### config.mk
export PLATFORM = sky130hd
export DESIGN_NAME = score_sequencer
export DESIGN_NICKNAME = d
export VERILOG_FILES = /design/src/rtl/score_pkg.sv /design/src/rtl/score_fifo.sv /design/src/rtl/score_sequencer.sv
export SDC_FILE = /design/constraint.sdc
export NUM_CORES = 1
export LEC_CHECK = 0
export BUFFER_PORTS_ARGS = -buffer_cell sky130_fd_sc_hd__buf_4
export CAP_MARGIN = 5
export CORE_MARGIN = 2
export CORE_UTILIZATION = 60
export CTS_BUF_LIST = sky130_fd_sc_hd__clkbuf_16
export DETAILED_ROUTE_END_ITERATION = 6
export HOLD_SLACK_MARGIN = 0.1
export PLACE_DENSITY_LB_ADDON = 0.05
export SLEW_MARGIN = 20
export SYNTH_ARGS = -nofsm -noshare
export SYNTH_HDL_FRONTEND = slang
export SYNTH_SLANG_ARGS = --single-unit
### constraint.sdc
create_clock -name clk -period 3.5 [get_ports clk]
set_input_delay 1.05 -clock clk [delete_from_list [all_inputs] [get_ports clk]]
set_output_delay 1.05 -clock clk [all_outputs]
set_load 0.01 [all_outputs]
### src/rtl/score_pkg.sv
// Shared types and helpers for the score sequencer.
// State encoding, default point values and line-count decode.
package score_pkg;

  typedef enum logic [1:0] {
    IDLE = 2'd0,
    EMIT = 2'd1,
    OVER = 2'd2
  } state_t;

  localparam int unsigned PTS1_DEF = 1;
  localparam int unsigned PTS2_DEF = 3;
  localparam int unsigned PTS3_DEF = 5;
  localparam int unsigned PTS4_DEF = 8;

  // Returns {valid, points}; counts outside 1..4 are not scoring events.
  function automatic logic [4:0] decode_pts(
    input logic [2:0] cnt,
    input logic [3:0] p1,
    input logic [3:0] p2,
    input logic [3:0] p3,
    input logic [3:0] p4
  );
    logic [4:0] r;
    r = 5'd0;
    unique case (1'b1)
      (cnt == 3'd1): r = {1'b1, p1};
      (cnt == 3'd2): r = {1'b1, p2};
      (cnt == 3'd3): r = {1'b1, p3};
      (cnt == 3'd4): r = {1'b1, p4};
      default:       r = 5'd0;
    endcase
    return r;
  endfunction

endpackage

### src/rtl/score_fifo.sv
// Small synchronous FIFO holding pending 4-bit point awards.
// A push into a full FIFO succeeds only when a pop happens in the same cycle.
module score_fifo #(
  parameter int unsigned DEPTH = 4
) (
  input  logic       clk,
  input  logic       reset,
  input  logic       push,
  input  logic       pop,
  input  logic       flush,
  input  logic [3:0] din,
  output logic [3:0] head,
  output logic       full,
  output logic       empty
);

  localparam int unsigned AW = $clog2(DEPTH);

  logic [3:0]  mem [DEPTH];
  logic [AW-1:0] wp;
  logic [AW-1:0] rp;
  logic [AW:0]   cnt;
  logic          wr;
  logic          rd;

  assign full  = (cnt == (AW+1)'(DEPTH));
  assign empty = (cnt == '0);
  assign rd    = pop && !empty;
  assign wr    = push && (!full || rd);
  assign head  = mem[rp];

  // Storage array, written on every accepted push.
  always_ff @(posedge clk) begin
    if (wr && !flush) mem[wp] <= din;
  end

  // Pointers and occupancy; flush empties the FIFO like a reset.
  always_ff @(posedge clk) begin
    if (reset || flush) begin
      wp  <= '0;
      rp  <= '0;
      cnt <= '0;
    end else begin
      if (wr) wp <= wp + 1'b1;
      if (rd) rp <= rp + 1'b1;
      unique case ({wr, rd})
        2'b10:   cnt <= cnt + 1'b1;
        2'b01:   cnt <= cnt - 1'b1;
        default: cnt <= cnt;
      endcase
    end
  end

endmodule

### src/rtl/score_sequencer.sv
// Paces line-clear point awards out as single-cycle increment pulses.
// Latches game over and discards pending points once the game is lost.
module score_sequencer
  import score_pkg::*;
#(
  parameter int unsigned DEPTH = 4,
  parameter int unsigned PTS1  = PTS1_DEF,
  parameter int unsigned PTS2  = PTS2_DEF,
  parameter int unsigned PTS3  = PTS3_DEF,
  parameter int unsigned PTS4  = PTS4_DEF
) (
  input  logic       clk,
  input  logic       reset,
  input  logic       tick,
  input  logic       clear_valid,
  input  logic [2:0] clear_count,
  input  logic       game_over,
  output logic       aligne,
  output logic       perdu,
  output logic       busy,
  output logic       dropped
);

  state_t     state;
  state_t     state_n;
  logic [3:0] rem;
  logic [3:0] rem_n;
  logic [4:0] dec;
  logic       ev;
  logic       push;
  logic       pop;
  logic       flush;
  logic       aligne_n;
  logic       dropped_n;
  logic [3:0] head;
  logic       full;
  logic       empty;

  assign dec = decode_pts(clear_count, 4'(PTS1), 4'(PTS2),
                          4'(PTS3), 4'(PTS4));
  assign ev  = clear_valid && dec[4];

  score_fifo #(
    .DEPTH(DEPTH)
  ) u_fifo (
    .clk  (clk),
    .reset(reset),
    .push (push),
    .pop  (pop),
    .flush(flush),
    .din  (dec[3:0]),
    .head (head),
    .full (full),
    .empty(empty)
  );

  // Next state, award countdown and FIFO control; game over wins.
  always_comb begin
    state_n   = state;
    rem_n     = rem;
    pop       = 1'b0;
    push      = 1'b0;
    flush     = 1'b0;
    aligne_n  = 1'b0;
    dropped_n = 1'b0;
    unique case (state)
      IDLE: begin
        if (!empty) begin
          pop     = 1'b1;
          rem_n   = head;
          state_n = EMIT;
        end
      end
      EMIT: begin
        if (rem == 4'd0) begin
          state_n = IDLE;
        end else if (tick) begin
          aligne_n = 1'b1;
          rem_n    = rem - 4'd1;
          if (rem == 4'd1) state_n = IDLE;
        end
      end
      OVER: begin
        state_n = OVER;
      end
      default: begin
        state_n = IDLE;
      end
    endcase
    if (state != OVER) begin
      push      = ev;
      dropped_n = ev && full && !pop;
    end
    if (game_over) begin
      state_n   = OVER;
      rem_n     = 4'd0;
      flush     = 1'b1;
      pop       = 1'b0;
      push      = 1'b0;
      aligne_n  = 1'b0;
      dropped_n = 1'b0;
    end
  end

  // State, countdown and registered outputs.
  always_ff @(posedge clk) begin
    if (reset) begin
      state   <= IDLE;
      rem     <= 4'd0;
      aligne  <= 1'b0;
      perdu   <= 1'b0;
      busy    <= 1'b0;
      dropped <= 1'b0;
    end else begin
      state   <= state_n;
      rem     <= rem_n;
      aligne  <= aligne_n;
      perdu   <= (state_n == OVER);
      busy    <= !empty || (state == EMIT);
      dropped <= dropped_n;
    end
  end

endmodule

# Word-level counts from Yosys, hierarchy flattened
# Memories as Yosys holds them, arrays and structs flattened. A register that Yosys moved wholly into a read port is not among the register bits.
# Index checks and enable logic that the tools add are counted.
# W data, S select, Z words.
dict set report totals {
  ff_bits 17
  ram_bits 16
  input_bits 8
  output_inout_bits 4
  wordCells 77
  n_memories 1
}
# memory words word_bits rd rd_ports_with_merged_regs write_ports line
set mem_list {}
lappend mem_list {u_fifo.mem 4 4 1 1 1 score_fifo.sv:19} ;# logic [3:0] mem [DEPTH];
dict set report classes {
  addsub 5
  eq_ne 15
  n_mux 23
  bitwise_logic 2
  n_reduce_logical 22
}
# operator n
set op_table {}
lappend op_table {{$pmux W5 S4} 1}
lappend op_table {{$mux W2} 7}
lappend op_table {{$mux W4} 3}
lappend op_table {{$mux W1} 9}
lappend op_table {{$ne A2 B2 Y1 const B} 4}
lappend op_table {{$pmux W4 S2} 1}
lappend op_table {{$eq A2 B2 Y1 const B} 3}
lappend op_table {{$eq A3 B2 Y1 const B} 2}
lappend op_table {{$eq A3 B3 Y1 const B} 2}
lappend op_table {{$logic_and A1 B1 Y1} 6}
lappend op_table {{$pmux W2 S3} 1}
lappend op_table {{$pmux W3 S2} 1}
lappend op_table {{$add A2 B1 Y2 const B} 2}
lappend op_table {{$eq A2 B1 Y1 const B} 2}
lappend op_table {{$eq A4 B1 Y1 const B} 1}
lappend op_table {{$logic_not A1 Y1} 4}
lappend op_table {{$logic_not A4 Y1} 1}
lappend op_table {{$reduce_and A4 Y1} 1}
lappend op_table {{$reduce_bool A2 Y1} 2}
lappend op_table {{$reduce_or A4 Y1} 1}
lappend op_table {{$sub A4 B1 Y4 const B} 1}
lappend op_table {{$add A3 B1 Y3 const B} 1}
lappend op_table {{$eq A3 B1 Y1 const B} 1}
lappend op_table {{$logic_not A3 Y1} 1}
lappend op_table {{other kinds (6)} 9}

# Longest topological paths before layout
dict set report logic_depth {
  ltp_word 10
  depth_mapped 9
  depth_no_buf 8
}

# By module
# A second synthesis with hierarchy kept.
dict set report unflattened {
  hier_cells 152
  hier_area_um2 1732.9
}
# mod instances cells_each area_per_inst_um2 seq_area_each_um2
set modules_own_cells {}
lappend modules_own_cells {score_fifo 1 89 1161.1 660.6}
lappend modules_own_cells {score_sequencer 1 63 571.8 200.2}

# Least setup slack after synthesis
# OpenSTA, ideal clock, no wires.
dict set report synth_timing {
  kind {input to register}
  startpoint {in clear_count[1]}
  endpoint {reg u_fifo.cnt[2]}
  setup_ns 0.072
  arrival_ns 2.664
  t_required_ns 3.428
  setup_slack_ns 0.764
  cell_stages 9
  n_path_buf 1
  path_cell_list {nor3b_1 > o2111a_1 > buf_6 > nor2_1 > fa_1 > inv_1 > a211oi_1 > mux2i_1 > mux2i_1}
}
dict set report synth_between {
  elab_chain_len 8
}
# element line
set synth_lines {}
lappend synth_lines {{from (decl)} score_sequencer.sv:16} ;# input logic [2:0] clear_count,
lappend synth_lines {{$eq A3 B3 Y1, or another cell as far along} score_pkg.sv:30} ;# (cnt == 3'd4): r = {1'b1, p4};
lappend synth_lines {{$pmux W5 S4 *} score_pkg.sv:26} ;# unique case (1'b1)
lappend synth_lines {{$logic_and A1 B1 Y1 *} score_sequencer.sv:41} ;# assign ev = clear_valid && dec[4];
lappend synth_lines {{$mux W1 *} score_sequencer.sv:90} ;# if (state != OVER) begin
lappend synth_lines {{$mux W1 *} score_sequencer.sv:94} ;# if (game_over) begin
lappend synth_lines {{$logic_and A1 B1 Y1 *} score_fifo.sv:29} ;# assign wr = push && (!full || rd);
lappend synth_lines {{$eq A2 B1 Y1 / $eq A2 B2 Y1 (equally long branches)} score_fifo.sv:46} ;# unique case ({wr, rd})
lappend synth_lines {{$pmux W3 S2 / $reduce_bool A2 Y1 (equally long branches)} n/a}
lappend synth_lines {{to (signal assigned)} score_fifo.sv:47} ;# 2'b10: cnt <= cnt + 1'b1;
lappend synth_lines {{to (signal assigned)} score_fifo.sv:48} ;# 2'b01: cnt <= cnt - 1'b1;
lappend synth_lines {{to (signal assigned)} score_fifo.sv:49} ;# default: cnt <= cnt;
lappend synth_lines {{to (decl)} score_fifo.sv:22} ;# logic [AW:0] cnt;
# Every way passes the cells marked *; elsewhere a longest branch is shown, timed or not.
# A chain may end at the register's enable or synchronous reset.

# Final worst setup path
# Ends and elaborated chain as after synthesis.

==> impl_results.md <==
- Yosys top cell by area: sky130_fd_sc_hd__edfxtp_1
- Post-CTS repair timing setup buffer count: 0
- Area share of xor/xnor cells in the synthesized design: roughly 1.6%
- Cells after DPL: between 150 and 200
- Area Overhead vs Synth: 13.9%
- Total leakage power: about 0.74 nW
- Maximum clock skew at final layout: between 0.004 and 0.005 ns
- Starting utilization of the core area: 64.6%
- Arrival time reported for the critical path endpoint: just over 3 ns
- Proportion of synthesized flip-flops having asynchronous set or reset: 0%
- Top fanout value on the critical path: 9
- Top cell types by occurrence after synthesis: sky130_fd_sc_hd__dfxtp_1 (19), sky130_fd_sc_hd__edfxtp_1 (16), sky130_fd_sc_hd__nand2_1 (11), sky130_fd_sc_hd__nor2_1 (11), sky130_fd_sc_hd__a21oi_1 (9)
- Global-route wire length before repair: 4.93 mm
- Area of the mapped netlist: 0.00163 mm2
- Per-cell routed wire length: approximately 15 um
- Achievable clock frequency: approximately 350 MHz
- Non-filler cells, final: around 190
- Number of placed I/O pins: 12
- Outcome: finished, final reports clean
- Max-cap viol count: 0
- Site Rows: 18
- Final critical delay including setup and external delays: between 2 and 3 ns
- Dominant synthesized flop cell: sky130_fd_sc_hd__dfxtp_1
- WS Path Type: in2reg
- Gates resized, CTS repair: 0
- Classification of the worst-slack hold path: reg2reg
- Post-Route Hold Slack: between 0.4 and 0.5 ns
- FF+latch count, synth: 35
- Buffers from clock root to sink, at most: 2
- Delay contributed by the slowest stage of the critical path: around 0.54 ns
- TritonCTS Buffers: 5
- Final Net Count: approximately 170
- Antenna violations before repair: 0
- Cell breakdown of the critical path: buf_4 -> nor3b_1 -> o2111a_1 -> nor2_1 -> fa_1 -> inv_1 -> a211oi_1 -> mux2i_1 -> mux2i_1
- Vert. Die Dim: 56.1 um
- Half-perimeter wire length of the detailed placement result: just under 2 mm
- Worst Hold Endpoint: u_fifo.cnt[2]
- Reg-to-Reg Start: u_fifo.cnt[0]
- Adder and majority gate portion of the synthesized area: 6.61%
- Global routing usage summed across all routing layers: about a fifth
- H-tree Lvls: 2
- Sequential fraction of the synthesis area: a little over half
- Standard cell core area: between 0.002 and 0.003 mm2
- Post-Route WL: roughly 2.8 mm
- Worst VDD drop: 0.000506 V
- Critical Path Most Common Cell: sky130_fd_sc_hd__mux2i_1
- # clock sinks: 35
- Cell with the most instances after synthesis: sky130_fd_sc_hd__dfxtp_1
- Number of slew-limit violations in the final report: 0
- Final setup violation count: 0
- Critical Path RT: roughly 3.7 ns
- Global placer's final weighted congestion: about 0.8
- Total placed instance area: approximately 0.0017 mm2
- Drc violations: 0
- Power per Cell Area: ~480 mW/mm2
- Quantity of hold-fixing buffers added after cts: 0
- Worst-case setup slack after placement: ~0.37 ns
- Register-to-Register Setup Slack: approximately 1.4 ns
- Number of enable-type register cells in the synthesized netlist: 16
- Slew at the pin closest to its max-slew limit: between 0.6 and 0.7 ns
- Number of cell instances on the worst register-to-register path: 8
- Die Footprint: around 0.0031 mm2
- Kind of end point of the critical path: flop
- Overall die width: roughly 56 um
- Launch point of the worst hold path: u_fifo.cnt[2]
- Net count after synthesis: 157
- Total design power: 0.885 mW
- Leading cell types by total area after synthesis: sky130_fd_sc_hd__edfxtp_1 (29%), sky130_fd_sc_hd__dfxtp_1 (23%), sky130_fd_sc_hd__mux4_2 (5.5%), sky130_fd_sc_hd__ha_1 (5.4%), sky130_fd_sc_hd__a21oi_1 (2.8%)
- Synthesized area divided by synthesized cell count: about 12 um2
- PnR worst setup slack: between 0.6 and 0.7 ns
- Number of diodes: 0
- Crit path launch type: input pin
- Distinct cell type count of the synthesized netlist: 42
- Share of the synthesized area in the top cell type: ~29%
- Clock tree from TritonCTS: done
- Number of global-route vias before repair: around 1000
- Pin count of the biggest net entering global routing: 11
- Unrepaired setup endpoints after global routing: no
- Critical-path cell with the highest stage delay: sky130_fd_sc_hd__nor3b_1
- Number of vias after detailed routing: around 1100
- Final cycle utilization of the critical path: 82.4%
- Multiplexer share of the synthesized area: under 10%
- Final Hold Vio Count: 0
- Hold Path Stages: 2
- Number of detailed-route iterations in the first pass: 4
- Number of synthesis warnings: 0
- Post-synthesis simple-gate area fraction: approximately 16%
- Detail Route Antenna Nets: 0
- Clock root buffer: sky130_fd_sc_hd__clkbuf_16
- Remaining Overflow, GRT: 0
- Cell count after synthesis: approximately 140
- Largest family of logic cells by synthesized area: simple AND/OR/NAND/NOR gates
- Fraction of final layout cells with drive strength greater than 1: between 10% and 20%
- Vias per Instance: ~5.9
- Finished Cell Area: approximately 0.0019 mm2
- Clock slew seen by the registers of the worst setup and hold paths: about 0.05 ns
- Starting DRT DRC Count: 48
- Worst-Skew Late Latency: 0.28 ns
- Compound-gate portion of the synthesized area: roughly an eighth
- Sum of negative setup slack: 0 ns
- End-of-flow core utilization: 73.6%
- Count of port buffers added during placement: 11
- Endpoint of the most critical register-to-register path: u_fifo.cnt[2]
- Max transition margin: 57.6%
## metal layers
metal / global-route usage [%] / up-vias / wire length (um) / share of wire (%)
li1: - / 541 / - / -
met1: 26.5 / 518 / 1250 / 45
met2: 32.8 / 27 / 1320 / 47
met3: 8.37 / 6 / 171 / 6.1
met4: 7.14 / 0 / 48 / 1.7
met5: 0 / - / 0 / 0
## placed cells by master (no fill, tap or decap), drive strengths merged, types with 7 or more instances in the layout
cell type and instances:
inv 7, edfxtp 16, buf 11, ha 7, dfxtp 19, nand2 11, nor2 11, a21oi 9
## critical path: cells and delay by family
| kind | cells | cell delay (ns) |
|---|---|---|
| AOI/OAI and AO/OA | 2 | 0.49 |
| adders and majority gates | 1 | 0.37 |
| buffers and inverters | 2 | 0.19 |
| muxes | 2 | 0.35 |
| and+or+nand+nor | 2 | 0.64 |
## state kept, by name, indices dropped and copies added (netlist names), named ones only
| signal | flops |
|---|---|
| u_fifo.mem | 16 |
| rem | 4 |
| u_fifo.cnt | 3 |
| state | 2 |
| u_fifo.rp | 2 |
| u_fifo.wp | 2 |
| aligne | 1 |
| busy | 1 |
| dropped | 1 |
| perdu | 1 |
## where the power goes
group	internal (mW)	switching, mW	total, mW
logic	0.0184	0.0225	0.0408
clock network	0.256	0.154	0.410
registers	0.431	0.00279	0.434
## worst max-delay path by stage
stage               slack [ns]            from            end
floorplan                 0.76  clear_count[1]  u_fifo.cnt[2]
global placement          0.43  clear_count[1]  u_fifo.cnt[2]
detailed placement        0.37  clear_count[1]  u_fifo.cnt[2]
CTS                       0.66  clear_count[1]  u_fifo.cnt[2]
global route              0.32  clear_count[1]  u_fifo.cnt[2]
finish                    0.62  clear_count[1]  u_fifo.cnt[2]
## cell type report
type,instances,area [um2]
clock buffer,5,125
multi-input combinational,96,716
timing repair buffer,11,82.6
tap,30,37.5
clock inverter,3,11.3
fill,185,667
sequential,35,861
inverter,6,22.5
## cell families after synthesis
group	after synthesis
mux	8
flops	35
simple gates	48
buf+inv	10
fa+ha+maj	8
compound gates	29
xor+xnor	3
Note: power is estimated with default switching activity, not from simulation.
